`config.mk`:
```
export PLATFORM = sky130hd
export DESIGN_NAME = ps2_mouse_tracker_flat
export DESIGN_NICKNAME = d
export VERILOG_FILES = /design/src/rtl/ps2_mouse_tracker_if.sv /design/src/rtl/ps2_mouse_tracker.sv /design/src/flat_wrapper.sv
export SDC_FILE = /design/constraint.sdc
export NUM_CORES = 1
export LEC_CHECK = 0
export BUFFER_PORTS_ARGS = -buffer_cell sky130_fd_sc_hd__buf_2
export CELL_PAD_IN_SITES_DETAIL_PLACEMENT = 0
export CELL_PAD_IN_SITES_GLOBAL_PLACEMENT = 1
export CORE_UTILIZATION = 30
export DETAILED_ROUTE_END_ITERATION = 7
export PLACE_DENSITY_LB_ADDON = 0.08
export SYNTH_ARGS = -nofsm -noshare
export SYNTH_HDL_FRONTEND = slang
export SYNTH_SLANG_ARGS = --single-unit
```
`constraint.sdc`:
```
create_clock -name CLK -period 2.9 [get_ports CLK]
set_input_delay 0.145 -clock CLK [delete_from_list [all_inputs] [get_ports CLK]]
set_output_delay 0.145 -clock CLK [all_outputs]
set_load 0.01 [all_outputs]
```
`src/rtl/ps2_mouse_tracker_if.sv`:
```
// Byte stream from the PS/2 receiver into the cursor tracker.
interface ps2_mouse_tracker_if;
  logic [7:0] rx_data;
  logic       rx_valid;

  modport master (output rx_data, output rx_valid);
  modport slave  (input  rx_data, input  rx_valid);
endinterface

```
`src/rtl/ps2_mouse_tracker.sv`:
```
// PS/2 mouse packet assembler and clamped cursor tracker.
// Frames 3-byte (or 4-byte IntelliMouse) stream packets, scales the 9-bit
// deltas and applies them to X/Y registers clamped to the screen area.
module ps2_mouse_tracker #(
  parameter int X_W         = 10,
  parameter int Y_W         = 10,
  parameter int X_MAX       = 639,
  parameter int Y_MAX       = 479,
  parameter int X_INIT      = 320,
  parameter int Y_INIT      = 240,
  parameter int WHEEL_EN    = 0,
  parameter int SHIFT       = 0,
  parameter int Y_INVERT    = 1,
  parameter int TIMEOUT_CYC = 100000
) (
  input  logic                 CLK,
  input  logic                 RST,
  ps2_mouse_tracker_if.slave   rx,
  output logic [X_W-1:0]       x_pos,
  output logic [Y_W-1:0]       y_pos,
  output logic [2:0]           buttons,
  output logic [3:0]           wheel,
  output logic                 packet_valid,
  output logic                 sync_err,
  output logic [1:0]           ovf
);

  localparam int CW = (TIMEOUT_CYC > 2) ? $clog2(TIMEOUT_CYC) : 1;

  typedef enum logic [1:0] {B0, B1, B2, B3} state_t;

  state_t          state, state_nx;
  logic [CW-1:0]   tcnt;
  logic [7:0]      b0_q, dx_q, dy_q;
  logic            apply, drop, tmo;
  logic [7:0]      dy_byte;
  logic signed [8:0] dx, dy, dx_s, dy_s;
  int              xn, yn;
  logic [X_W-1:0]  x_nx;
  logic [Y_W-1:0]  y_nx;

  // State register and in-packet idle counter
  always_ff @(posedge CLK or negedge RST) begin
    if (!RST) begin
      state <= B0;
      tcnt  <= '0;
    end else begin
      state <= state_nx;
      if (state == B0 || rx.rx_valid || tmo)
        tcnt <= '0;
      else
        tcnt <= tcnt + CW'(1);
    end
  end

  // Next-state: advance one byte per strobe, abandon on idle timeout
  always_comb begin
    state_nx = state;
    if (rx.rx_valid) begin
      unique case (state)
        B0: state_nx = rx.rx_data[3] ? B1 : B0;
        B1: state_nx = B2;
        B2: state_nx = (WHEEL_EN != 0) ? B3 : B0;
        B3: state_nx = B0;
      endcase
    end else if (tmo) begin
      state_nx = B0;
    end
  end

  // Strobes and delta arithmetic for the packet being completed
  always_comb begin
    drop  = (state == B0) && rx.rx_valid && !rx.rx_data[3];
    apply = rx.rx_valid && (((state == B2) && (WHEEL_EN == 0)) || (state == B3));
    tmo   = (state != B0) && !rx.rx_valid && (tcnt == CW'(TIMEOUT_CYC - 1));
    // In 3-byte mode the dy byte is still on the bus when the packet applies.
    dy_byte = (state == B3) ? dy_q : rx.rx_data;
    dx   = b0_q[6] ? '0 : {b0_q[4], dx_q};
    dy   = b0_q[7] ? '0 : {b0_q[5], dy_byte};
    dx_s = dx >>> SHIFT;
    dy_s = dy >>> SHIFT;
    xn   = int'(x_pos) + int'(dx_s);
    yn   = (Y_INVERT != 0) ? int'(y_pos) - int'(dy_s) : int'(y_pos) + int'(dy_s);
    if (xn < 0)          x_nx = '0;
    else if (xn > X_MAX) x_nx = X_W'(X_MAX);
    else                 x_nx = X_W'(xn);
    if (yn < 0)          y_nx = '0;
    else if (yn > Y_MAX) y_nx = Y_W'(Y_MAX);
    else                 y_nx = Y_W'(yn);
  end

  // Byte capture and published cursor state
  always_ff @(posedge CLK or negedge RST) begin
    if (!RST) begin
      b0_q         <= '0;
      dx_q         <= '0;
      dy_q         <= '0;
      x_pos        <= X_W'(X_INIT);
      y_pos        <= Y_W'(Y_INIT);
      buttons      <= '0;
      wheel        <= '0;
      ovf          <= '0;
      packet_valid <= 1'b0;
      sync_err     <= 1'b0;
    end else begin
      packet_valid <= apply;
      sync_err     <= drop | tmo;
      if (rx.rx_valid) begin
        unique case (state)
          B0: if (rx.rx_data[3]) b0_q <= rx.rx_data;
          B1: dx_q <= rx.rx_data;
          B2: dy_q <= rx.rx_data;
          B3: ;
        endcase
      end
      if (apply) begin
        x_pos   <= x_nx;
        y_pos   <= y_nx;
        buttons <= b0_q[2:0];
        ovf     <= {b0_q[7], b0_q[6]};
        wheel   <= (WHEEL_EN != 0) ? rx.rx_data[3:0] : '0;
      end
    end
  end

endmodule
```
`src/flat_wrapper.sv`:
```
// flat-port wrapper written by rule: the top's interface ports become plain ports
module ps2_mouse_tracker_flat 
#(
  parameter int X_W         = 10,
  parameter int Y_W         = 10,
  parameter int X_MAX       = 639,
  parameter int Y_MAX       = 479,
  parameter int X_INIT      = 320,
  parameter int Y_INIT      = 240,
  parameter int WHEEL_EN    = 0,
  parameter int SHIFT       = 0,
  parameter int Y_INVERT    = 1,
  parameter int TIMEOUT_CYC = 100000
)
  (CLK, RST, x_pos, y_pos, buttons, wheel, packet_valid, sync_err, ovf, rx_rx_data, rx_rx_valid);
  ps2_mouse_tracker_if rx_i ();
  input  logic CLK;
  input  logic RST;
  output logic [X_W-1:0] x_pos;
  output logic [Y_W-1:0] y_pos;
  output logic [2:0] buttons;
  output logic [3:0] wheel;
  output logic packet_valid;
  output logic sync_err;
  output logic [1:0] ovf;
  input wire logic [$bits(rx_i.rx_data)-1:0] rx_rx_data;
  input wire logic [$bits(rx_i.rx_valid)-1:0] rx_rx_valid;
  assign rx_i.rx_data = rx_rx_data;
  assign rx_i.rx_valid = rx_rx_valid;
  ps2_mouse_tracker #(.X_W(X_W), .Y_W(Y_W), .X_MAX(X_MAX), .Y_MAX(Y_MAX), .X_INIT(X_INIT), .Y_INIT(Y_INIT), .WHEEL_EN(WHEEL_EN), .SHIFT(SHIFT), .Y_INVERT(Y_INVERT), .TIMEOUT_CYC(TIMEOUT_CYC)) u_core (.CLK(CLK), .RST(RST), .rx(rx_i), .x_pos(x_pos), .y_pos(y_pos), .buttons(buttons), .wheel(wheel), .packet_valid(packet_valid), .sync_err(sync_err), .ovf(ovf));
endmodule
```
==> impl_metrics.json <==
{
  "synth_warnings": 0,
  "ios": 42,
  "grt_pass1_wl_um": 17300,
  "synthCells": 434,
  "fin_nets": 547,
  "critical_path_class": "reg -> reg",
  "clk_path_buf_depth": 2,
  "antenna_found_initial": 0,
  "async_flop_share_pct": 100,
  "drv_cap": 0,
  "worstPathArrival_ns": 3.10,
  "rsz0062_at_grt": "true",
  "synth_cell_types": 68,
  "status": "completed",
  "maxSlewHeadroom_pct": 64.5,
  "worstPathMaxFanout": 4,
  "synth-seq-area-share_pct": 40.7,
  "area_growth_pct": 27.2,
  "netlist_area_sq_mm": 0.00426,
  "drt_iter0_markers": 179,
  "grt_pass1_vias": 3362,
  "cp.required_ns": 3.12,
  "cts_tree": "built",
  "cts.sinks": 69,
  "p_per_area_mw_per_mm2": 1200,
  "num_vias": 3406,
  "min_period_ns": 2.89,
  "hpwlAfterDp_um": 7880,
  "firstDrtPassIters": 4,
  "start_util_pct": 30.7,
  "fmax_mhz": 347,
  "regArea_sq_mm": 0.00174,
  "gp_congestion": 0.811,
  "leakage_nw": 2.44,
  "holdCritPathClass": "in -> reg",
  "grt_max_degree": 33,
  "numCtsBuffers": 9,
  "cts_root_buf": "clkbuf_16",
  "synth_seq_cells": 69,
  "grt_usage_pct": 15.4,
  "fillers": 1425,
  "row_count": 43,
  "cp-start-kind": "flip-flop",
  "drc": 0,
  "synth_edf_count": 0,
  "numPortBuffers": 37,
  "clk_pin_slew_ns": 0.05,
  "ant_nets": 0,
  "die_h_um": 121,
  "post-route-cell-area_sq_mm": 0.00542,
  "final_hold_viol_count": 0,
  "worstMarginPinSlew_ns": 0.533,
  "die_area_sq_mm": 0.0147,
  "die_w_um": 121,
  "yosys_most_used_dff": "dfrtp_1",
  "drive_gt1_share_pct": 30.9,
  "dpl_cell_area_sq_mm": 0.00486,
  "finalWirelength_um": 10700,
  "cts-htree-levels": 3,
  "setup_viol": 0,
  "power_mw": 6.50,
  "clock_latency_ns": 0.34,
  "peakVddDrop_v": 0.000443,
  "viasPerCell": 4.90,
  "core_area_sq_mm": 0.0139,
  "antenna_cells": 0,
  "avgSynthCellArea_sq_um": 9.81,
  "wl_per_cell_um": 15.4,
  "critPathCaptureType": "flip-flop",
  "fin_worst_skew_ns": 0.00853,
  "multi_input_area_sq_mm": 0.00256,
  "grt.overflow.total": 0,
  "slew_viol_final": 0,
  "min_period_over_period_pct": 99.5
}
==> cells in the final DEF, fill, tap and decap left out, types with 10 or more instances in the layout <==
master / synthesis / final
a21oi_1: 14 / 11
ha_1: 24 / 20
buf_4: 4 / 41
nand3_1: 16 / 14
xnor2_1: 15 / 14
buf_2: 2 / 37
a21o_1: 16 / 16
nor2b_1: 12 / 10
xor2_1: 13 / 13
nor2_1: 37 / 36
inv_1: 14 / 12
mux2_2: 18 / 18
nand2_1: 45 / 43
dfrtp_1: 63 / 62
==> flip-flops by register name, summed over array words and instances, names as in the netlist <==
register	count
u_core.y_pos	10
u_core.dx_q	8
u_core.buttons	3
u_core.x_pos	10
u_core.dy_q	8
u_core.state	2
u_core.packet_valid	1
u_core.tcnt	17
u_core.b0_q	7
u_core.sync_err	1
u_core.ovf	2
==> worst paths after layout <==
path,to,start,slack [ns],cells after the start
setup / recovery,u_core.y_pos[3],u_core.state[0],0.01,13
hold / removal,u_core.tcnt[4],rx_rx_valid,0.08,2
setup reg to reg,u_core.y_pos[3],u_core.state[0],0.01,13
hold reg to reg,u_core.buttons[1],u_core.b0_q[1],0.46,2
max in group asynchronous,u_core.b0_q[6],RST,1.71,3
min in group asynchronous,u_core.x_pos[9],RST,0.32,2
==> per-layer routing <==
metal  wire length, um  vias to the layer above  GRT usage [%]
li1                  -                     1702              -
met1              5090                     1651           20.1
met2              5150                       42           25.3
met3               256                       11           2.30
met4               188                        0           6.79
met5                 0                        -              0
==> cell usage after synthesis, types with 6 or more instances <==
library cell	n	area (sq um)
nor2b_1	12	75.1
nand3_1	16	80.1
a21oi_1	14	70.1
nor2_1	37	139
dfrtp_1	63	1580
nand2_1	45	169
nand2b_1	8	50.1
dfstp_2	6	158
xnor2_1	15	131
o221a_1	7	78.8
mux2_2	18	203
a21o_1	16	120
o21ai_0	7	35.0
ha_1	24	300
xor2_1	13	114
inv_1	14	52.6
clkbuf_1	14	52.6
==> power breakdown <==
group	total [mW]	internal, mW	switching, mW
sequential	1.55	1.30	0.247
clock	1.13	0.686	0.440
combinational	3.82	1.88	1.94
total	6.50	3.87	2.63
==> critical path, stage by stage, from the launching register on <==
cell and delay, ns:
dfrtp_1 0.41, buf_6 0.14, nand3_2 0.06, a21oi_2 0.16, ha_2 0.20, inv_2 0.04
fa_2 0.35, a21o_1 0.24, a221oi_4 0.33, buf_4 0.17, o41ai_2 0.08, a21oi_4 0.20
a211oi_4 0.10, a221o_1 0.27
==> repair_timing <==
item / in CTS / in global routing
endpoints found under the hold margin: 18 / 0
setup buffers: 0 / 9
hold buffers: 1 / 0
pin swaps: 2 / 28
setup endpoints to repair: 5 / 19
resized for setup: 5 / 31
==> per-stage QoR <==
step | worst slack (ns) | std cells | utilization (%) | setup TNS [ns] | hold WS, ns
after floorplan | 0.0530 | 437 | - | 0 | -0.151
after CTS | 0.00595 | 686 | 37.5 | 0 | 0.0786
after global placement | -0.0205 | 669 | 35.0 | -0.0828 | 0.154
after global routing | -0.157 | 695 | 39.0 | -1.08 | 0.0893
after detailed placement | -0.0634 | 669 | 35.0 | -0.303 | 0.162
final | 0.0147 | 695 | 39.0 | 0 | 0.0764
==> logic make-up after synthesis <==
family | count (synthesis) | share of synthesized area (%)
adder cells (fa/ha/maj) | 26 | 7.99
buffers and inverters | 35 | 3.50
AND/OR/NAND/NOR | 154 | 17.6
other | 1 | 0.0881
AO/OA/AOI/OAI | 95 | 17.3
XOR/XNOR | 28 | 5.76
multiplexers | 26 | 7.08
flip-flops | 69 | 40.7
==> cell type report <==
| cell class | count | area share (%) |
|---|---|---|
| Clock buffer | 10 | 4.41 |
| Clock inverter | 6 | 1.16 |
| Inverter | 15 | 1.09 |
| Multi-Input combinational cell | 333 | 47.2 |
| Sequential cell | 69 | 32.0 |
| Tap cell | 180 | 4.16 |
| Timing Repair Buffer | 82 | 9.91 |
(Power assumes the default switching activity.)
